### src/rtl/trap_controller_pkg.sv
// Shared definitions for the trap controller: FSM state encoding, trap cause
// codes and the fault priority encoder.
package trap_controller_pkg;

    typedef enum logic [1:0] {
        ST_IDLE     = 2'b00,
        ST_FLUSH    = 2'b01,
        ST_REDIRECT = 2'b10
    } trap_state_t;

    localparam logic [1:0] CAUSE_NONE = 2'b00;
    localparam logic [1:0] CAUSE_PC   = 2'b01;
    localparam logic [1:0] CAUSE_MEM  = 2'b10;
    localparam logic [1:0] CAUSE_SYS  = 2'b11;

    localparam int CNT_W = 4;

    // Illegal PC outranks illegal memory, which outranks a user syscall.
    function automatic logic [1:0] trap_cause(input logic ill_pc,
                                              input logic ill_mem,
                                              input logic user_sys);
        logic [1:0] code;
        if (ill_pc) begin
            code = CAUSE_PC;
        end else if (ill_mem) begin
            code = CAUSE_MEM;
        end else if (user_sys) begin
            code = CAUSE_SYS;
        end else begin
            code = CAUSE_NONE;
        end
        return code;
    endfunction

endpackage

### src/rtl/trap_controller.sv
// Trap/return sequencer: captures faults and syscalls, flushes the pipeline,
// redirects fetch to the handler (or back to epc) and flips privilege on ack.
module trap_controller
    import trap_controller_pkg::*;
#(
    parameter int              PC_W         = 16,
    parameter logic [PC_W-1:0] TRAP_VECTOR  = 16'h1000,
    parameter int              FLUSH_CYCLES = 2
) (
    input  logic            clk,
    input  logic            rst_n,
    input  logic            Illegal_PC,
    input  logic            Illegal_Memory,
    input  logic            syscall,
    input  logic            eret,
    input  logic [PC_W-1:0] fault_pc,
    input  logic            redirect_ack,
    output logic            Mode,
    output logic            flush,
    output logic            redirect,
    output logic [PC_W-1:0] redirect_pc,
    output logic [PC_W-1:0] epc,
    output logic [1:0]      cause,
    output logic            busy
);

    trap_state_t      r_state;
    logic [CNT_W-1:0] r_cnt;
    logic             r_mode;
    logic             r_pending_mode;
    logic             r_flush;
    logic             r_redirect;
    logic             r_busy;
    logic [PC_W-1:0]  r_redirect_pc;
    logic [PC_W-1:0]  r_epc;
    logic [1:0]       r_cause;

    logic             w_user_sys;
    logic             w_event;
    logic [1:0]       w_cause;

    // Trap detection; a syscall from kernel mode is not a trap.
    always_comb begin
        w_user_sys = syscall & ~r_mode;
        w_event    = Illegal_PC | Illegal_Memory | w_user_sys;
        w_cause    = trap_cause(Illegal_PC, Illegal_Memory, w_user_sys);
    end

    // Sequencer FSM with all outputs registered alongside the state.
    always_ff @(posedge clk or negedge rst_n) begin
        if (!rst_n) begin
            r_state        <= ST_IDLE;
            r_cnt          <= {CNT_W{1'b0}};
            r_mode         <= 1'b1;
            r_pending_mode <= 1'b1;
            r_flush        <= 1'b0;
            r_redirect     <= 1'b0;
            r_busy         <= 1'b0;
            r_redirect_pc  <= TRAP_VECTOR;
            r_epc          <= {PC_W{1'b0}};
            r_cause        <= CAUSE_NONE;
        end else begin
            case (r_state)
                ST_IDLE: begin
                    if (w_event) begin
                        r_state        <= ST_FLUSH;
                        r_cnt          <= CNT_W'(FLUSH_CYCLES - 1);
                        r_epc          <= fault_pc;
                        r_cause        <= w_cause;
                        r_pending_mode <= 1'b1;
                        r_redirect_pc  <= TRAP_VECTOR;
                        r_flush        <= 1'b1;
                        r_busy         <= 1'b1;
                    end else if (eret && r_mode) begin
                        r_state        <= ST_REDIRECT;
                        r_pending_mode <= 1'b0;
                        r_redirect_pc  <= r_epc;
                        r_redirect     <= 1'b1;
                        r_busy         <= 1'b1;
                    end else begin
                        r_state <= ST_IDLE;
                    end
                end
                ST_FLUSH: begin
                    if (r_cnt == {CNT_W{1'b0}}) begin
                        r_state    <= ST_REDIRECT;
                        r_flush    <= 1'b0;
                        r_redirect <= 1'b1;
                    end else begin
                        r_cnt <= r_cnt - {{(CNT_W-1){1'b0}}, 1'b1};
                    end
                end
                ST_REDIRECT: begin
                    if (redirect_ack) begin
                        r_state    <= ST_IDLE;
                        r_redirect <= 1'b0;
                        r_busy     <= 1'b0;
                        r_mode     <= r_pending_mode;
                        // A completed return leaves no trap outstanding.
                        if (!r_pending_mode) begin
                            r_cause <= CAUSE_NONE;
                        end else begin
                            r_cause <= r_cause;
                        end
                    end else begin
                        r_state <= ST_REDIRECT;
                    end
                end
                default: begin
                    r_state    <= ST_IDLE;
                    r_flush    <= 1'b0;
                    r_redirect <= 1'b0;
                    r_busy     <= 1'b0;
                end
            endcase
        end
    end

    assign Mode        = r_mode;
    assign flush       = r_flush;
    assign redirect    = r_redirect;
    assign redirect_pc = r_redirect_pc;
    assign epc         = r_epc;
    assign cause       = r_cause;
    assign busy        = r_busy;

endmodule
### config.mk
export PLATFORM = sky130hd
export DESIGN_NAME = trap_controller
export DESIGN_NICKNAME = d
export VERILOG_FILES = /design/src/rtl/trap_controller_pkg.sv /design/src/rtl/trap_controller.sv
export SDC_FILE = /design/constraint.sdc
export NUM_CORES = 1
export LEC_CHECK = 0
export BUFFER_PORTS_ARGS = -buffer_cell sky130_fd_sc_hd__buf_2
export CAP_MARGIN = 20
export CORE_ASPECT_RATIO = 1.5
export CORE_MARGIN = 3
export CORE_UTILIZATION = 40
export CTS_BUF_LIST = sky130_fd_sc_hd__clkbuf_8
export CTS_CLUSTER_SIZE = 40
export DETAILED_ROUTE_END_ITERATION = 16
export PLACE_DENSITY = 0.65
export SYNTH_ARGS = -nofsm -noshare
export SYNTH_HDL_FRONTEND = slang
export SYNTH_SLANG_ARGS = --single-unit
### constraint.sdc
create_clock -name clk -period 2.25 [get_ports clk]
set_input_delay 0.225 -clock clk [delete_from_list [all_inputs] [get_ports clk]]
set_output_delay 0.225 -clock clk [all_outputs]
set_load 0.02 [all_outputs]
==> impl_results.md <==
* Status: finished, final reports clean
* Synth Instances at 141
* Synth Area in Simple Gates at 9.50%
* Max_slew headroom at 36.9%
* WP data required at 2.48 ns
* Largest family of logic cells by synthesized area: compound AO/OA/AOI/OAI gates
* Fmax at 0.569 GHz
* Max-slew violation count at 0
* Post-cts resize count at 0
* NetSw at 1.31 mW
* Slew @ Worst Pin at 0.946 ns
* Synth Area per Inst at 13.3 um2
* Area Growth Syn to Fin at 25.4%
* Compound-Gate Fraction of Synth Area at 14.1%
* Synth unique cells at 33
* Initial antenna violation count at 0
* Root Driver: clkbuf_8
* Syn. warnings at 0
* Seq cells post-synth at 45
* Synth Flop Type: dfrtp_1
* Top post-synthesis cells by area: dfrtp_1 56%, mux2_2 11%, a22o_1 8.0%
* Critical path class: reg -> reg
* Placeable Area at 4350 um2
* Layout cells sized above 1 at 47.1%
* RSZ-0062 raised after global routing: false
* Antenna diodes at 0
* TritonCTS Buffers at 5
* HP Class: in -> async
* WL final at 4010 um
* Reg power frac at 39.9%
* Final hold violations at 0
* Post-DP Area at 2230 um2
* Clock Tree Buf Depth at 2
* Total Power at 3.42 mW
* Die H at 89.7 um
* PortBufs at 60
* Reg2reg setup slack at 0.49 ns
* CTS tree: built
* Seq/Total Area, Yosys at 60.4%
* DR vias at 1385
* EDFF count, synth at 0
* Layout net count at 232
* Worst-skew pair later-pin latency at 0.29 ns
* Setup TNS at 0 ns
* Switching share of power at 38.4%
* Worst Path Max Fanout at 17
* Pwr/cell area at 1460 nW/um2
* Syn Nets at 166
* First-pass GRT wire length at 6810 um
* Max-cap violation count at 0
* Leakage Power at 1.19 nW
* # Post-CTS Setup Buffers at 0
* Post-synthesis xor/xnor area fraction at 0%
* Remaining DRCs at 0
* Final setup violation count at 0
* Htree depth at 2
* Synth Area in Adders at 1.34%
* DR vias/cell at 5.45
* Vias in the first global route at 1460
* Congestion Overflow GR at 0
* WL/cell at 15.8 um
* Reg2reg start: Mode
* Number of DRC markers in iteration 0 at 22
* # IOs at 61
* Final period util at 78.2%
* Pre-antenna DRT Iters at 4
* CP endpoint kind: register
* Critical path arrival at 1.99 ns
* Post-synthesis mux area share at 11.4%
* DIE WIDTH at 61.8 um
* Final instance area at 2340 um2
* Initial Util at 42.9%
* Routability congestion estimate from global placement at 0.760
* Post-synth top area share at 56.2%
* Final WS setup at 0.491 ns
* Pre-CTS WS at 0.522 ns
* Critical path origin: Mode
* Row count at 29
* Fin crit period at 1.76 ns
* Worst-path clk slew at 0.08 ns
* Hold_buf cts at 0
* VDD IR max at 0.694 mV
* Clock share of power at 18.1%
* Die area at 5550 um2
* Routed Antenna Nets at 0
* Largest net degree at the start of global routing at 45
* Synth async-reset ratio at 100%
* # clock sinks at 45
* Area leader, netlist: dfrtp_1
* Setup Skew at 0.00684 ns
* Total GRT Usage at 15.9%
* DP Wirelength at 2990 um
* Startpoint type of the worst setup path: register
* Post-synthesis cell area at 1870 um2
* Int Pwr at 2.11 mW
* Combinational power share at 42.1%
* Fill count at 385
-- final timing paths --
path | endpoint | depth (start not counted)
max | redirect_pc[0] | 4
min | epc[8] | 1
max reg2reg | redirect_pc[0] | 4
min reg2reg | redirect_pc[12] | 2
max in group asynchronous | Mode | 2
min in group clk | epc[4] | 2
-- placed cells by master (no fill, tap or decap), types with 2 or more instances in the layout --
cell	count
o22ai_1	2
buf_2	60
mux2_2	18
dfrtp_1	42
dfstp_2	3
nor2b_1	3
a21oi_1	2
o21ai_0	4
buf_4	5
nand2_1	8
clkbuf_8	6
inv_1	7
nand3_1	2
a22oi_1	3
ha_1	2
a22o_1	17
nor2_1	7
nor3_4	2
-- cell type report --
type	instances	area [um2]	share of cell area [%]
Timing Repair Buffer	65	338	14.4
Clock inverter	2	33.8	1.44
Multi-Input combinational cell	84	679	29.0
Sequential cell	45	1130	48.2
Tap cell	46	57.6	2.46
Clock buffer	6	82.6	3.52
Inverter	6	22.5	0.961
-- registers in the layout, indices dropped and copies added, names as in the netlist --
signal	flops
r_pending_mode	1
redirect	1
flush	1
r_cnt	4
busy	1
Mode	1
r_state	2
redirect_pc	16
epc	16
cause	2
-- critical path, stage by stage, from the launching register on --
cell	delay, ns
dfstp_2	0.57
nor2b_1	0.08
nor3_2	0.26
a211o_1	0.56
a22o_1	0.22
-- layer usage --
layer	vias up	part of all wire (%)	wire (um)	track usage, %
li1	644	-	-	-
met1	680	41	1650	19.8
met2	53	51	2050	25.3
met3	8	5.5	222	4.44
met4	0	2.2	87	6.37
met5	-	0	0	0
-- through the flow --
| stage | hold slack, ns | instances | util (%) |
|---|---|---|---|
| after global placement | 0.417 | 246 | 51.1 |
| after CTS | 0.106 | 254 | 53.8 |
| after global routing | 0.137 | 254 | 53.8 |
| after floorplan | -0.0706 | 141 | - |
| after detailed placement | 0.429 | 246 | 51.1 |
| final | 0.0712 | 254 | 53.8 |
-- cell families after synthesis --
logic type / after synthesis
flip-flops: 45
AO/OA/AOI/OAI: 34
AND/OR/NAND/NOR: 29
multiplexers: 19
buffers and inverters: 12
adder cells (fa/ha/maj): 2
-- power by group through the flow --
stage               sequential, mW  clock, mW  combinational (mW)
CTS                           1.36      0.636                1.46
global placement              1.36          0                1.43
detailed placement            1.38          0                1.46
global route                  1.41      0.673                1.57
floorplan                     1.66          0               0.686
finish                        1.36      0.618                1.44
-- synth_stat cells, types with 3 or more instances --
cell type  count
a22o_1        17
a22oi_1        3
buf_2          3
dfrtp_1       42
dfstp_2        3
inv_1          6
mux2_2        18
nand2_1        8
nor2_1         7
nor2b_1        3
o21ai_0        4
(Power assumes the default switching activity.)
